`src/rtl/ahb_arb_pkg.sv`:
```
// Shared AHB encodings and burst-length decode for the round-robin arbiter.
package ahb_arb_pkg;

  localparam int unsigned RemW = 5;

  typedef enum logic [1:0] {
    TransIdle   = 2'd0,
    TransBusy   = 2'd1,
    TransNonseq = 2'd2,
    TransSeq    = 2'd3
  } htrans_e;

  typedef enum logic [2:0] {
    BurstSingle = 3'd0,
    BurstIncr   = 3'd1,
    BurstWrap4  = 3'd2,
    BurstIncr4  = 3'd3,
    BurstWrap8  = 3'd4,
    BurstIncr8  = 3'd5,
    BurstWrap16 = 3'd6,
    BurstIncr16 = 3'd7
  } hburst_e;

  typedef enum logic [1:0] {
    RespOkay  = 2'd0,
    RespError = 2'd1,
    RespRetry = 2'd2,
    RespSplit = 2'd3
  } hresp_e;

  // Beats in a burst; 0 marks an undefined-length INCR.
  function automatic logic [RemW-1:0] burst_len(input logic [2:0] burst);
    logic [RemW-1:0] len;
    case (burst)
      BurstSingle:            len = 5'd1;
      BurstIncr:              len = 5'd0;
      BurstWrap4, BurstIncr4: len = 5'd4;
      BurstWrap8, BurstIncr8: len = 5'd8;
      default:                len = 5'd16;
    endcase
    return len;
  endfunction

endpackage

```
`src/rtl/ahb_arbiter_rr_if.sv`:
```
// Bus-side signal bundle for the AHB round-robin arbiter.
interface ahb_arbiter_rr_if #(
  parameter int unsigned N_MASTER = 3,
  parameter int unsigned W_MASTER = 2
);

  logic [N_MASTER-1:0] HBUSREQ;
  logic [N_MASTER-1:0] HLOCK;
  logic [1:0]          HTRANS;
  logic [2:0]          HBURST;
  logic                HREADY;
  logic [1:0]          HRESP;
  logic [N_MASTER-1:0] HSPLIT;
  logic [N_MASTER-1:0] HGRANT;
  logic [W_MASTER-1:0] HMASTER;
  logic [W_MASTER-1:0] HMASTER_del;
  logic                HMASTLOCK;

  // Arbiter side.
  modport slave (
    input  HBUSREQ, HLOCK, HTRANS, HBURST, HREADY, HRESP, HSPLIT,
    output HGRANT, HMASTER, HMASTER_del, HMASTLOCK
  );

  // Masters / shared bus side.
  modport master (
    output HBUSREQ, HLOCK, HTRANS, HBURST, HREADY, HRESP, HSPLIT,
    input  HGRANT, HMASTER, HMASTER_del, HMASTLOCK
  );

endinterface

```
`src/rtl/ahb_rr_pick.sv`:
```
// Combinational round-robin picker: first request after 'last', wrapping at N_MASTER-1.
module ahb_rr_pick #(
  parameter int unsigned N_MASTER = 3,
  parameter int unsigned W_MASTER = 2
) (
  input  logic [N_MASTER-1:0] req,
  input  logic [W_MASTER-1:0] last,
  output logic [N_MASTER-1:0] gnt,
  output logic                valid
);

  logic [W_MASTER-1:0] idx;

  always_comb begin
    gnt   = '0;
    valid = 1'b0;
    idx   = '0;
    // Offset N_MASTER revisits 'last' itself, so it is the lowest priority.
    for (int unsigned i = 1; i <= N_MASTER; i++) begin
      idx = W_MASTER'((32'(last) + i) % N_MASTER);
      if (!valid && req[idx]) begin
        gnt[idx] = 1'b1;
        valid    = 1'b1;
      end
    end
  end

endmodule

```
`src/rtl/ahb_arbiter_rr.sv`:
```
// AHB bus arbiter with round-robin priority, burst/lock hold and optional SPLIT masking
// (SPLIT masking compiled in with AHB_ARB_SPLIT_EN).
module ahb_arbiter_rr
  import ahb_arb_pkg::*;
#(
  parameter int unsigned N_MASTER       = 3,
  parameter int unsigned W_MASTER       = 2,
  parameter int unsigned NUM_DEF_MASTER = 0
) (
  input logic             HCLK,
  input logic             HRESETn,
  ahb_arbiter_rr_if.slave bus
);

  localparam logic [N_MASTER-1:0] DefGrant = {{(N_MASTER-1){1'b0}}, 1'b1} << NUM_DEF_MASTER;
  localparam logic [W_MASTER-1:0] DefIdx   = W_MASTER'(NUM_DEF_MASTER);

  logic [N_MASTER-1:0] grant_q, grant_d;
  logic [N_MASTER-1:0] mask_q;
  logic [N_MASTER-1:0] req_eff, pick_gnt;
  logic [W_MASTER-1:0] hmaster_q, hmaster_d;
  logic [W_MASTER-1:0] hmaster_del_q, hmaster_del_d;
  logic [W_MASTER-1:0] grant_idx;
  logic [RemW-1:0]     rem_q, rem_d, len;
  logic                hmastlock_q, hmastlock_d;
  logic                first_q;
  logic                split_force_q;
  logic                pick_valid, arb_point, xfer_idle, burst_free;

  function automatic logic [W_MASTER-1:0] onehot_idx(input logic [N_MASTER-1:0] oh);
    logic [W_MASTER-1:0] idx;
    idx = '0;
    for (int unsigned i = 0; i < N_MASTER; i++) begin
      if (oh[i]) idx |= W_MASTER'(i);
    end
    return idx;
  endfunction

  assign grant_idx = onehot_idx(grant_q);
  assign req_eff   = bus.HBUSREQ & ~mask_q;

  // The granted master becomes HMASTER on an arbitration edge, so it anchors the rotation.
  ahb_rr_pick #(
    .N_MASTER (N_MASTER),
    .W_MASTER (W_MASTER)
  ) u_pick (
    .req   (req_eff),
    .last  (grant_idx),
    .gnt   (pick_gnt),
    .valid (pick_valid)
  );

  always_comb begin
    len   = burst_len(bus.HBURST);
    rem_d = rem_q;
    if (bus.HREADY) begin
      if (bus.HTRANS == TransNonseq) begin
        rem_d = (len == '0) ? '0 : len - 5'd1;
      end else if (bus.HTRANS == TransSeq && rem_q != '0) begin
        rem_d = rem_q - 5'd1;
      end
    end
  end

  always_comb begin
    xfer_idle  = (bus.HTRANS == TransIdle) || (bus.HTRANS == TransBusy);
    burst_free = (bus.HBURST == BurstSingle) || (bus.HBURST == BurstIncr);
    arb_point  = first_q ||
                 (bus.HREADY && (split_force_q ||
                  (!bus.HLOCK[hmaster_q] && (xfer_idle || burst_free || rem_d <= 5'd1))));

    grant_d = grant_q;
    if (arb_point) grant_d = pick_valid ? pick_gnt : DefGrant;

    hmaster_d     = hmaster_q;
    hmaster_del_d = hmaster_del_q;
    hmastlock_d   = hmastlock_q;
    if (bus.HREADY) begin
      hmaster_d     = grant_idx;
      hmaster_del_d = hmaster_q;
      hmastlock_d   = bus.HLOCK[grant_idx];
    end
  end

  always_ff @(posedge HCLK or negedge HRESETn) begin
    if (!HRESETn) begin
      grant_q       <= DefGrant;
      hmaster_q     <= DefIdx;
      hmaster_del_q <= DefIdx;
      hmastlock_q   <= 1'b0;
      rem_q         <= '0;
      first_q       <= 1'b1;
    end else begin
      grant_q       <= grant_d;
      hmaster_q     <= hmaster_d;
      hmaster_del_q <= hmaster_del_d;
      hmastlock_q   <= hmastlock_d;
      rem_q         <= rem_d;
      first_q       <= 1'b0;
    end
  end

`ifdef AHB_ARB_SPLIT_EN
  logic [N_MASTER-1:0] mask_d;
  logic                split_first, split_force_d;

  always_comb begin
    split_first = (bus.HRESP == RespSplit) && !bus.HREADY && !split_force_q;
    // Clear first so a same-edge set on the same bit wins.
    mask_d = mask_q & ~bus.HSPLIT;
    if (split_first) mask_d[hmaster_del_q] = 1'b1;
    split_force_d = split_force_q;
    if (split_first) begin
      split_force_d = 1'b1;
    end else if (bus.HREADY) begin
      split_force_d = 1'b0;
    end
  end

  always_ff @(posedge HCLK or negedge HRESETn) begin
    if (!HRESETn) begin
      mask_q        <= '0;
      split_force_q <= 1'b0;
    end else begin
      mask_q        <= mask_d;
      split_force_q <= split_force_d;
    end
  end
`else
  logic unused_split;
  assign mask_q        = '0;
  assign split_force_q = 1'b0;
  assign unused_split  = ^{bus.HSPLIT, bus.HRESP};
`endif

  assign bus.HGRANT      = grant_q;
  assign bus.HMASTER     = hmaster_q;
  assign bus.HMASTER_del = hmaster_del_q;
  assign bus.HMASTLOCK   = hmastlock_q;

endmodule

```
`src/flat_wrapper.sv`:
```
// flat-port wrapper written by rule: the top's interface ports become plain ports
module ahb_arbiter_rr_flat import ahb_arb_pkg::*;
#(
  parameter int unsigned N_MASTER       = 3,
  parameter int unsigned W_MASTER       = 2,
  parameter int unsigned NUM_DEF_MASTER = 0
)
  (HCLK, HRESETn, bus_HBUSREQ, bus_HLOCK, bus_HTRANS, bus_HBURST, bus_HREADY, bus_HRESP, bus_HSPLIT, bus_HGRANT, bus_HMASTER, bus_HMASTER_del, bus_HMASTLOCK);
  ahb_arbiter_rr_if #(.N_MASTER(N_MASTER), .W_MASTER(W_MASTER)) bus_i ();
  input logic HCLK;
  input logic HRESETn;
  input wire logic [$bits(bus_i.HBUSREQ)-1:0] bus_HBUSREQ;
  input wire logic [$bits(bus_i.HLOCK)-1:0] bus_HLOCK;
  input wire logic [$bits(bus_i.HTRANS)-1:0] bus_HTRANS;
  input wire logic [$bits(bus_i.HBURST)-1:0] bus_HBURST;
  input wire logic [$bits(bus_i.HREADY)-1:0] bus_HREADY;
  input wire logic [$bits(bus_i.HRESP)-1:0] bus_HRESP;
  input wire logic [$bits(bus_i.HSPLIT)-1:0] bus_HSPLIT;
  output wire logic [$bits(bus_i.HGRANT)-1:0] bus_HGRANT;
  output wire logic [$bits(bus_i.HMASTER)-1:0] bus_HMASTER;
  output wire logic [$bits(bus_i.HMASTER_del)-1:0] bus_HMASTER_del;
  output wire logic [$bits(bus_i.HMASTLOCK)-1:0] bus_HMASTLOCK;
  assign bus_i.HBUSREQ = bus_HBUSREQ;
  assign bus_i.HLOCK = bus_HLOCK;
  assign bus_i.HTRANS = bus_HTRANS;
  assign bus_i.HBURST = bus_HBURST;
  assign bus_i.HREADY = bus_HREADY;
  assign bus_i.HRESP = bus_HRESP;
  assign bus_i.HSPLIT = bus_HSPLIT;
  assign bus_HGRANT = bus_i.HGRANT;
  assign bus_HMASTER = bus_i.HMASTER;
  assign bus_HMASTER_del = bus_i.HMASTER_del;
  assign bus_HMASTLOCK = bus_i.HMASTLOCK;
  ahb_arbiter_rr #(.N_MASTER(N_MASTER), .W_MASTER(W_MASTER), .NUM_DEF_MASTER(NUM_DEF_MASTER)) u_core (.HCLK(HCLK), .HRESETn(HRESETn), .bus(bus_i));
endmodule
```
`config.mk`:
```
export PLATFORM = sky130hd
export DESIGN_NAME = ahb_arbiter_rr_flat
export DESIGN_NICKNAME = d
export VERILOG_FILES = /design/src/rtl/ahb_arb_pkg.sv /design/src/rtl/ahb_arbiter_rr_if.sv /design/src/rtl/ahb_rr_pick.sv /design/src/rtl/ahb_arbiter_rr.sv /design/src/flat_wrapper.sv
export SDC_FILE = /design/constraint.sdc
export NUM_CORES = 1
export LEC_CHECK = 0
export BUFFER_PORTS_ARGS = -buffer_cell sky130_fd_sc_hd__buf_2
export CORE_MARGIN = 8
export CORE_UTILIZATION = 45
export DETAILED_ROUTE_END_ITERATION = 16
export PLACE_DENSITY = 0.69
export SKIP_CTS_REPAIR_TIMING = 1
export SYNTH_ARGS = -nofsm -noshare
export SYNTH_HDL_FRONTEND = slang
export SYNTH_HIERARCHICAL = 1
export SYNTH_SLANG_ARGS = --single-unit
```
`constraint.sdc`:
```
create_clock -name HCLK -period 4.1 [get_ports HCLK]
set_input_delay 0.41 -clock HCLK [delete_from_list [all_inputs] [get_ports HCLK]]
set_output_delay 0.41 -clock HCLK [all_outputs]
set_load 0.05 [all_outputs]
```
Word-level counts from Yosys, hierarchy flattened:

Cells that the tools add are included.

* register bits: 14
* input port bits: 19
* output and inout bits: 8
* logic and storage cells: 85

* add/sub/neg operators: 5
* div/mod/pow operators: 3
* $lt $le $gt $ge: 9
* equal/unequal tests: 8
* multiplexer cells: 30
* bitwise operators: 2
* reductions and logical operators: 22

Operators by type and width (number)
* $mod A32 B2 Y32 const B: 3
* $mux W5: 4
* $pmux W5 S4: 1
* $lt A2 B3 Y1 const B: 5
* $mux W1: 12
* $mux W3: 4
* $bmux W1 S2: 5
* $sub A5 B1 Y5 const B: 2
* $logic_and A1 B1 Y1: 8
* $add A2 B2 Y3 const B: 2
* $demux W1 S2: 3
* $eq A3 B2 Y1 const B: 2
* $eq A3 B3 Y1 const B: 2
* $ge A2 B1 Y1 const B: 3
* $or A3 B3 Y3: 2
* $le A5 B1 Y1 const B: 1
* $logic_not A5 Y1: 1
* $logic_or A1 B1 Y1: 5
* $reduce_bool A5 Y1: 1
* $eq A2 B2 Y1 const B: 2
* $reduce_or A2 Y1: 2
* $add A2 B1 Y3 const B: 1
* $eq A3 B1 Y1 const B: 1
* $logic_not A1 Y1: 3
* 4 further kinds: 4

Logic depth before layout (Yosys ltp):

Gate-level depths: netlist (run 1).

* depth after elaboration: 14
* mapped depth: 9

Cells and area by module:

Netlist (run 1), hierarchy kept.

By module, submodules not included
* ahb_arbiter_rr: instances 1, cells each 75, area an instance 814.5 sq um
* ahb_rr_pick: instances 1, cells each 39, area an instance 267.8 sq um

Worst setup path after synthesis (run 1):

No wires, ideal clock.

* kind: reg-to-reg
* start point: register u_core.grant_q[1], in the netlist u_core/bus.HGRANT[1]
* end point: register u_core.grant_q[0], in the netlist u_core/bus.HGRANT[0]
* arrival time: 2252 ps
* path slack: 1766 ps
* stages on the path, launching flop included: 10
* path through: dfrtp_1 > inv_1 > ha_1 > buf_2 > nand3b_1 > o21ai_0 > a2bb2oi_1 > o21ai_1 > or2b_2 > mux2_4

* word-level cells in the longest chain between the ends: 14
* elaborated cells between the ends (all ways): 42
* classes of those cells: add/sub: 3; div: 3; order compare: 6; mux: 21; bitwise: 2; reduce/logical: 7

RTL lines
* start, declared: RTL line ahb_arbiter_rr.sv:18 `logic [N_MASTER-1:0] grant_q, grant_d;`
* start signal, assigned: RTL line ahb_arbiter_rr.sv:87 `grant_q <= DefGrant;`
* start signal, assigned: RTL line ahb_arbiter_rr.sv:94 `grant_q <= grant_d;`
* $mux W1 *: RTL line ahb_arbiter_rr.sv:34 `if (oh[i]) idx |= W_MASTER'(i);`
* $mux W2 *: RTL line ahb_arbiter_rr.sv:34
* $add A2 B1 Y3: RTL line ahb_rr_pick.sv:20 `idx = W_MASTER'((32'(last) + i) % N_MASTER);`
* $mod A32 B2 Y32: RTL line ahb_rr_pick.sv:20
* $lt A2 B3 Y1 (not written as such) (tied with other cells): RTL line ahb_rr_pick.sv:22 `gnt[idx] = 1'b1;`
* $logic_and A1 B1 Y1 (not written as such) / $mux W1 (equally long branches): RTL line ahb_rr_pick.sv:22, ahb_rr_pick.sv:21
* $mux W1 (on tied branches): RTL line ahb_rr_pick.sv:22, ahb_rr_pick.sv:21
* $demux W1 S2 / $logic_not A1 Y1 (equally long branches): RTL line ahb_rr_pick.sv:22, ahb_rr_pick.sv:21
* $mux W3 / $logic_and A1 B1 Y1 (equally long branches): RTL line ahb_rr_pick.sv:21 `if (!valid && req[idx]) begin`
* $or A3 B3 Y3 (no source line) / $mux W1 (equally long branches)
* $mux W3 / $logic_not A1 Y1 (equally long branches): RTL line ahb_rr_pick.sv:21
* $or A3 B3 Y3 (no source line) / $logic_and A1 B1 Y1 (equally long branches)
* $mux W3 *: RTL line ahb_rr_pick.sv:21
* net u_core.pick_gnt[0]: RTL line ahb_arbiter_rr.sv:20 `logic [N_MASTER-1:0] req_eff, pick_gnt;`
* $mux W3 *: RTL line ahb_arbiter_rr.sv:73 `if (arb_point) grant_d = pick_valid ? pick_gnt : DefGrant;`

Mark *: on every way through the listed nets, which the timed path passes. The rest lies on a longest branch. The select of a mux whose other input is x is not followed.
A chain may end at the register's enable or synchronous reset.

Final worst setup path (run 1):

* start point: register u_core.rem_q[0]
* end point: register u_core.grant_q[0], in the netlist u_core/bus.HGRANT[0]

* word-level cells in the longest chain between the ends: 10
* elaborated cells between the ends (all ways): 11
* classes of those cells: add/sub: 1; order compare: 1; mux: 3; reduce/logical: 6

RTL lines
* start, declared: RTL line ahb_arbiter_rr.sv:24 `logic [RemW-1:0] rem_q, rem_d, len;`
* start signal, assigned: RTL line ahb_arbiter_rr.sv:98 `rem_q <= rem_d;`
* branches (longest 4 deep; another with $sub A5 B1 Y5)
* $mux W5 *: RTL line ahb_arbiter_rr.sv:56 `if (bus.HREADY) begin`
* $le A5 B1 Y1 *: RTL line ahb_arbiter_rr.sv:70 `(!bus.HLOCK[hmaster_q] && (xfer_idle || burst_free || rem_d <= 5'd1))));`
* $logic_or A1 B1 Y1 *: RTL line ahb_arbiter_rr.sv:70
* $logic_and A1 B1 Y1 *: RTL line ahb_arbiter_rr.sv:70
* $logic_and A1 B1 Y1 *: RTL line ahb_arbiter_rr.sv:69 `(bus.HREADY && (split_force_q ||`
* $logic_or A1 B1 Y1 *: RTL line ahb_arbiter_rr.sv:68 `arb_point = first_q ||`

Mark *: on every way between the ends.

==> out/results.txt, run 1 <==
Crit-path leading delay family - compound AO/OA/AOI/OAI gates
Vias in the first global route - 929
Critical Path Fanout Max - 5
Synthesis-stage register bit count - 14
Setup TNS - 0 ns
Post-synth top flop - dfrtp_1
IO Count - 27
CTS Buf Count - 3
Fin Clk Skew - 0.003591 ns
Dominant cell type by area after synthesis - dfrtp_1
Layout cell share with drive strength beyond 1 - 30.15%
Final Max Tran Viols - 0
Post-synthesis async set-or-reset flop share - 100.0%
Antenna diode count - 0
Power per Cell Area - 673.3 mW/mm2
Final net count - 161
Yosys warns - 6
Dpl ws - 1.654 ns
Die X - 65.04 um
Post-synth cell types - 45
Multi-input gate area - 664.4 um2
Root Driver - clkbuf_4
Hold WC Path Type - in -> async
Final setup vio count - 0
CTS tree - built
Final WS setup - 1.622 ns
Final Cycle Share - 60.44%
CTS Sinks - 14
# rows - 17
Max Cap Violations - 0
Synthesized area per cell - 9.494 um2
Status - finished clean
Post-synth EDFFs - 0
Area growth, synth to finish - 14.34%
Gr ovfl total - 0
CP arrival - 2.68 ns
Tmin final - 2.478 ns
Top cell type's share of synthesized area - 27.75%
Top cells by area, synth - dfrtp_1, mux2i_1, ha_1
Critical Path RT - 4.30 ns
Vias per Instance - 5.579
Final hold viol count - 0
Detailed Route WL - 2.298 mm
Worst path bufs/invs - 1
Crit path largest cell delay - 0.52 ns
RSZ-0062 raised after global routing - no
Post-DR wirelength/cell - 14.01 um
Die Span Y - 65.04 um
H-tree Lvls - 1
Crit path max-delay cell type - or4b_4
Syn Nets - 138
Synth top cells by count - inv_1, nand2_1, dfrtp_1
CTS clock-pin slew for the worst setup and hold paths - 0.08 ns
Antenna violations before repair - 0
Clock Tree Buf Depth - 2
Initial DRT Pass Iterations - 4
Cells along the critical path - inv_1 > ha_1 > or4b_4 > mux2i_1 > a211o_1 > a41oi_2 > mux2_4
Mapped Area - 0.001082 mm2
Synth Instances - 114
Worst vdd ir - 446.0 uV
First-pass GRT wire length - 4.022 mm
Number of fill cells - 222
Core footprint - 0.002255 mm2
Initial Util - 48.00%
Sequential Area - 352.8 um2
Maximum number of pins on one net before global-route repair - 15
Vias - 915
Antenna viol nets, final - 0
Crit. End Element - flop
Clock Latency Late Sink - 0.27 ns
All-layer global routing usage - 11.46%
Total Power - 0.0008332 W
Post-synthesis sequential area ratio - 32.60%
Residual DRC - 0
Initial drt markers - 56
I/O Buffers - 20
Fmax - 0.4036 GHz
CP startpoint kind - flop
LEAKAGE - 0.5922 nW
Die area - 0.004230 mm2
Post-DP HPWL - 1.783 mm
Crit Path Class - reg -> reg
Routability cong. - 0.8940
[final cells by class]
cell class                 count  area share, %
clock buffer                   4          2.932
inverter                      13          3.943
multi-input combinational     85          53.69
sequential                    14          28.51
tap                           28          2.831
timing repair buffer          20          8.089
[cells in the final DEF (no fill, tap or decap), drive strengths merged, types with 2 or more instances in the layout]
cell,synthesis,final
buf,2,20
nand2,13,13
inv,13,13
dfrtp,12,12
mux2i,8,8
o21ai,8,8
ha,5,5
mux2,5,5
nand3b,4,4
nor2,4,4
clkbuf,0,4
a21oi,3,3
o21a,3,3
and2,2,2
a221oi,2,2
nand3,2,2
o211ai,2,2
dfstp,2,2
[registers in the layout, indices dropped and copies added, names as in the netlist]
register and count:
u_core/bus.HGRANT 3, u_core/bus.HMASTER 2, u_core/bus.HMASTER_del 2, u_core/bus.HMASTLOCK 1
u_core/first_q 1, u_core/rem_q 5
[routing by layer]
metal | up-vias | GRT usage (%) | wire (um)
li1 | 459 | - | -
met4 | 0 | 4.087 | 10
met5 | - | 0 | 0
met1 | 433 | 12.86 | 1019
met3 | 2 | 2.577 | 97
met2 | 21 | 20.62 | 1170
[kinds of logic after synthesis]
group | share of synthesized area [%]
buf+inv | 6.011
fa+ha+maj | 5.780
simple gates | 20.58
other cells | 0.3465
mux | 12.95
compound gates | 21.74
flops | 32.60
[worst reg2reg max path: cells and delay by family, from the launching register on]
kind / cells / cell delay [ns]
AO/OA/AOI/OAI: 2 / 0.65
AND/OR/NAND/NOR: 1 / 0.52
multiplexers: 2 / 0.48
adder cells (fa/ha/maj): 1 / 0.22
buffers and inverters: 1 / 0.11
flip-flops: 1 / 0.45
[per-stage QoR]
step	cell area [um2]	utilization (%)	instances	hold slack (ns)
global placement	1201	53.27	160	0.3161
CTS	1237	54.88	164	0.01380
floorplan	1082	-	114	0.1144
finish	1237	54.88	164	0.01563
detailed placement	1201	53.27	160	0.3182
global route	1237	54.88	164	0.01253
[final timing paths]
path	start	to	slack, ns	depth (start not counted)
min in group HCLK	bus_HTRANS[0]	u_core/rem_q[0]	0.42	2
setup / recovery	u_core/rem_q[0]	u_core/bus.HGRANT[0]	1.62	7
hold / removal	HRESETn	u_core/bus.HGRANT[1]	0.02	1
setup reg to reg	u_core/rem_q[0]	u_core/bus.HGRANT[0]	1.62	7
hold reg to reg	u_core/bus.HMASTER_del[1]	u_core/bus.HMASTER_del[1]	0.51	1
max in group asynchronous	HRESETn	u_core/first_q	3.80	1
[power by group]
part	internal, W	switching [W]
sequential	0.000185	0.0000521
clock	0.0000539	0.0000417
combinational	0.000189	0.000312
total	0.000428	0.000405
No activity file was read; power rests on OpenSTA's default activity.
==> run 2: changes to the inputs <==
- ABC_AREA: default -> 1
- PLACE_DENSITY: 0.69 -> 0.71
- clock period: 4.1 -> 2.1 ns (I/O delays scaled with it)
==> run 2 against run 1 <==
- clock skew increased by 0.0058 ns
- critical endpoint is now u_core/bus.HGRANT[1]
- largest power group unchanged
- core utilization decreased by 1.1 points
- count of clock-buffer cells in the layout unchanged
- global-route usage increased by 0.58 points
- cell count increased by 34%
- synthesized cell count increased by 45%
==> out/results.txt, run 2 <==
Die area - 0.004418 mm2
Vias - 1089
Most frequent cell after synthesis - nand2_1
Clock Latency Late Sink - 0.27 ns
Status - finished clean
Setup TNS - 0 ns
Post-synth EDFFs - 0
First-pass GRT wire length - 4.284 mm
Synth top cells by count - nand2_1, inv_1, nand3_1
Post-DP Area - 0.001284 mm2
Yosys warns - 6
Initial DRT Pass Iterations - 6
Number of flip-flops in the largest register - 5
Dominant cell type by area after synthesis - dfrtp_1
Power per Cell Area - 1194 mW/mm2
Final hold viol count - 0
RSZ-0062 raised after global routing - no
Critical path's most frequent cell - nand2_1
Multi-input gate area - 649.4 um2
H-tree Lvls - 1
Final setup vio count - 0
Die X - 66.47 um
Crit path max-delay cell type - dfrtp_1
Crit path launch - u_core/bus.HGRANT[2]
Antenna diode count - 0
Max Cap Violations - 0
CTS tree - built
Placed cells - 215
Post-DR wirelength/cell - 11.33 um
Vias in the first global route - 1032
Reg-to-reg endpoint - u_core/bus.HGRANT[1]
Hold WC Path Type - in -> reg
Crit path largest cell delay - 0.48 ns
Commonest non-fill, non-tap cell in the layout - nand2_1
Synth Instances - 165
CTS Sinks - 14
Synthesized area per cell - 6.946 um2
Root Driver - clkbuf_4
Most frequent cells in the layout - nand2_1, inv_1, buf_2, nand3_1, dfrtp_1
Final Non-Filler Cells - 220
Layout cell share with drive strength beyond 1 - 29.47%
Core footprint - 0.002455 mm2
Final Max Tran Viols - 0
Post-synthesis sequential area ratio - 30.79%
Cell area after layout - 0.001320 mm2
FF-to-FF Start - u_core/bus.HGRANT[2]
Antenna violations before repair - 0
Post-synthesis async set-or-reset flop share - 100.0%
Critical Path RT - 2.26 ns
Maximum number of pins on one net before global-route repair - 15
CTS Buf Count - 3
Die Span Y - 66.47 um
Cells along the critical path - ha_1 > inv_2 > nand2_2 > nand2_2 > nand2_4 > nand2_4 > nor2_4 > nand3_1 > nand2_1 > inv_1 > nand2_1 > nand2_1
Initial Util - 46.69%
Area growth, synth to finish - 15.18%
Biggest register - u_core/rem_q
Clock Tree Buf Depth - 2
Utilization after layout - 53.77%
I/O Buffers - 20
Sequential Area - 352.8 um2
Routability cong. - 0.8009
Syn Nets - 189
Detailed Route WL - 2.493 mm
CP arrival - 1.97 ns
Initial drt markers - 39
Post-DP HPWL - 2.040 mm
Worst r2r path cells - 12
Final Cycle Share - 86.04%
Fin Clk Skew - 0.009379 ns
Synthesis-stage register bit count - 14
Final net count - 215
Critical Path Fanout Max - 8
Fin Hold WS - 0.1834 ns
Residual DRC - 0
Number of fill cells - 235
IO Count - 27
Post-synth cell types - 31
Gr ovfl total - 0
CTS clock-pin slew for the worst setup and hold paths - 0.08 ns
# rows - 18
Fmax - 0.5535 GHz
Antenna viol nets, final - 0
CP startpoint kind - flop
Top cell type's share of synthesized area - 26.20%
Mapped Area - 0.001146 mm2
Crit. End Element - flop
LEAKAGE - 0.7412 nW
Top cells by area, synth - dfrtp_1, nand2_1, inv_1
Post-synth top flop - dfrtp_1
Tmin final - 1.807 ns
Crit path capture - u_core/bus.HGRANT[1]
Crit Path Class - reg -> reg
Vias per Instance - 4.950
Flop2flop setup slack - 0.29 ns
Worst vdd ir - 856.8 uV
All-layer global routing usage - 12.03%
run 2: changes by cell type after synthesis, sizes merged, moves of 3 or more:
cell,previous run,this run
o21a,3,0
inv,13,33
mux2,5,0
mux2i,8,0
nor2,4,10
nand3b,4,1
nand2,13,61
nand3,2,17
run 2: stage by stage:
stage	worst slack, ns	total power, W
after global routing	0.1002	0.001719
after CTS	0.2993	0.001582
final	0.2932	0.001576
after detailed placement	0.3155	0.001423
after global placement	0.3542	0.001387
after floorplan	0.06661	0.001209
run 2: cell families after synthesis:
| logic type | Yosys count | synth area share, % |
|---|---|---|
| compound gates | 17 | 9.716 |
| fa+ha+maj | 5 | 5.459 |
| other cells | 1 | 0.3272 |
| buf+inv | 35 | 12.56 |
| xor+xnor | 1 | 0.7643 |
| flops | 14 | 30.79 |
| simple gates | 92 | 40.39 |
run 2: routing by layer:
metal | part of all wire, % | track usage, %
met5 | 0 | 0
met4 | 1.2 | 5.600
met3 | 6.0 | 3.356
met2 | 49 | 20.75
met1 | 43 | 13.34
run 2: worst max-delay path: cells and delay by family (launching register included):
family                     cells  cell delay, ns
DFF                            1            0.48
adders and majority gates      1            0.43
and+or+nand+nor                9            0.67
buffers and inverters          2            0.12
run 2: layout make-up:
class / count / share of cell area, %
well taps: 30 / 2.844
clock buffers: 4 / 1.991
repair buffers: 22 / 8.910
multi-input cells: 116 / 49.19
flip-flops and latches: 14 / 26.73
inverters: 34 / 10.33
run 2: how the worst min path moves through the flow:
stage	end	from	cells after the start	slack, ns
3_5_place_dp	u_core/rem_q[4]	HRESETn	1	0.12
2_1_floorplan	u_core/bus.HGRANT[1]	HRESETn	0	-0.09
3_3_place_gp	u_core/bus.HMASTER_del[1]	HRESETn	1	0.12
6_report	u_core/rem_q[4]	bus_HTRANS[1]	2	0.18
4_1_cts	u_core/bus.HMASTER[1]	HRESETn	1	-0.18
5_1_grt	u_core/rem_q[4]	bus_HTRANS[1]	2	0.18
run 2: power breakdown:
part / internal [W] / leakage [nW] / switching, W
sequential: 0.000348 / 0.170 / 0.0000642
clock: 0.0000734 / 0.0150 / 0.0000784
combinational: 0.000317 / 0.556 / 0.000696
total: 0.000738 / 0.741 / 0.000838
==> run 3: changes to the inputs <==
--- a/config.mk
+++ b/config.mk
@@ -9,2 +9,3 @@
 export BUFFER_PORTS_ARGS = -buffer_cell sky130_fd_sc_hd__buf_2
+export CAP_MARGIN = 15
 export CORE_MARGIN = 8
@@ -14,2 +15,3 @@
 export SKIP_CTS_REPAIR_TIMING = 1
+export SLEW_MARGIN = 30
 export SYNTH_ARGS = -nofsm -noshare
==> constraint.sdc (replaced) <==
create_clock -name HCLK -period 2.1 [get_ports HCLK]
set_input_delay 0.105 -clock HCLK [delete_from_list [all_inputs] [get_ports HCLK]]
set_output_delay 0.105 -clock HCLK [all_outputs]
set_load 0.05 [all_outputs]
==> run 3 against run 2 <==
- wire length grew 3.8%
- via count down 1.0%
- largest power group unchanged
- sequential power barely moved
- flip-flop and latch count unchanged
- clock power about the same
- first-iteration DRC count up 95%
- hold slack worse by 0.097 ns
- highest routed layer unchanged
- maximum frequency decreased by 0.56%
- global-route usage increased by 0.35 points
- critical path type unchanged
==> out/results.txt, run 3 (synthesis results as in run 2) <==
# rows - 18
Hold WC Path Type - in -> reg
Area growth, synth to finish - 15.18%
I/O Buffers - 20
Flop2flop setup slack - 0.28 ns
Crit Path Class - reg -> reg
Antenna viol nets, final - 0
Root Driver - clkbuf_4
CP startpoint kind - flop
RSZ-0062 raised after global routing - no
Critical Path Fanout Max - 8
Residual DRC - 0
Commonest non-fill, non-tap cell in the layout - nand2_1
Clock Latency Late Sink - 0.27 ns
Tmin final - 1.817 ns
Vias - 1078
Die area - 0.004418 mm2
H-tree Lvls - 1
Critical Path RT - 2.31 ns
Final Max Tran Viols - 0
Final net count - 215
Status - finished clean
Die Span Y - 66.47 um
Worst vdd ir - 841.3 uV
Clock Tree Buf Depth - 2
CP arrival - 2.03 ns
Final hold viol count - 0
CTS clock-pin slew for the worst setup and hold paths - 0.09 ns
Number of flip-flops in the largest register - 5
Layout cell share with drive strength beyond 1 - 29.47%
Fmax - 0.5504 GHz
Final Non-Filler Cells - 220
Most frequent cells in the layout - nand2_1, inv_1, buf_2, nand3_1, dfrtp_1
Setup TNS - 0 ns
Final Cycle Share - 86.52%
Initial drt markers - 76
LEAKAGE - 0.7412 nW
Core footprint - 0.002455 mm2
CTS Sinks - 14
Power per Cell Area - 1198 mW/mm2
Detailed Route WL - 2.588 mm
Post-DP HPWL - 2.117 mm
Post-DR wirelength/cell - 11.76 um
Antenna diode count - 0
Routability cong. - 0.8008
Number of fill cells - 244
CTS Buf Count - 3
CTS tree - built
Vias in the first global route - 1076
First-pass GRT wire length - 4.471 mm
Initial Util - 46.69%
Vias per Instance - 4.900
Die X - 66.47 um
Crit. End Element - flop
Fin Clk Skew - 0.01028 ns
Max Cap Violations - 0
Final WS setup - 0.2830 ns
Gr ovfl total - 0
All-layer global routing usage - 12.38%
Placed cells - 215
Maximum number of pins on one net before global-route repair - 15
Initial DRT Pass Iterations - 4
Antenna violations before repair - 0
Dpl ws - 0.3151 ns
Final setup vio count - 0
Biggest register - u_core/rem_q
IO Count - 27
==> run 3: cell counts in the layout (fill, tap and decap cells not counted) <==
Identical to the previous run, type by type.
==> run 3: power breakdown <==
group	internal, W	leakage [nW]	total (W)	switching, W
logic	0.000317	0.556	0.00102	0.000699
registers	0.000348	0.170	0.000412	0.0000639
clock network	0.0000734	0.0150	0.000154	0.0000807
==> run 3: critical path, cell delays in order, from the launching register on <==
cell and delay, ns:
dfrtp_1 0.48, ha_1 0.43, inv_2 0.08, nand3_2 0.09
inv_1 0.06, a21oi_1 0.19, nand4_1 0.12, nand3_1 0.09
inv_1 0.04, nand2_1 0.05, nand2_1 0.05, nand2_1 0.06
==> run 3: area by class of cell <==
cell class | instances | area, um2 | share of cell area [%]
multi-input cells | 116 | 649.4 | 49.19
flip-flops and latches | 14 | 352.8 | 26.73
clock buffers | 4 | 26.28 | 1.991
inverters | 34 | 136.4 | 10.33
well taps | 30 | 37.54 | 2.844
repair buffers | 22 | 117.6 | 8.910
==> run 3: path summary, 6_finish.rpt <==
check / end / cells after the start / start
setup / recovery: u_core/bus.HGRANT[0] / 11 / u_core/bus.HGRANT[2]
hold / removal: u_core/rem_q[4] / 2 / bus_HTRANS[1]
setup reg to reg: u_core/bus.HGRANT[0] / 11 / u_core/bus.HGRANT[2]
hold reg to reg: u_core/bus.HMASTER_del[0] / 2 / u_core/bus.HMASTER_del[0]
max in group asynchronous: u_core/bus.HGRANT[0] / 2 / HRESETn
min in group asynchronous: u_core/bus.HMASTER_del[1] / 2 / HRESETn
==> run 3: per-layer routing <==
layer | global-route usage [%] | part of all wire [%]
met2 | 22.80 | 51
met1 | 13.64 | 43
met3 | 2.685 | 4.7
met4 | 4.000 | 0.97
met5 | 0 | 0
==> run 3: per-stage QoR <==
step	total power (W)	cell area [um2]	hold WS, ns	util [%]
CTS	0.001589	1310	-0.2862	53.36
finish	0.001581	1320	0.08690	53.77
global placement	0.001386	1284	0.01657	52.29
detailed placement	0.001430	1284	0.01133	52.29
global route	0.001723	1320	0.08795	53.77
floorplan	0.001209	1146	-0.1906	-
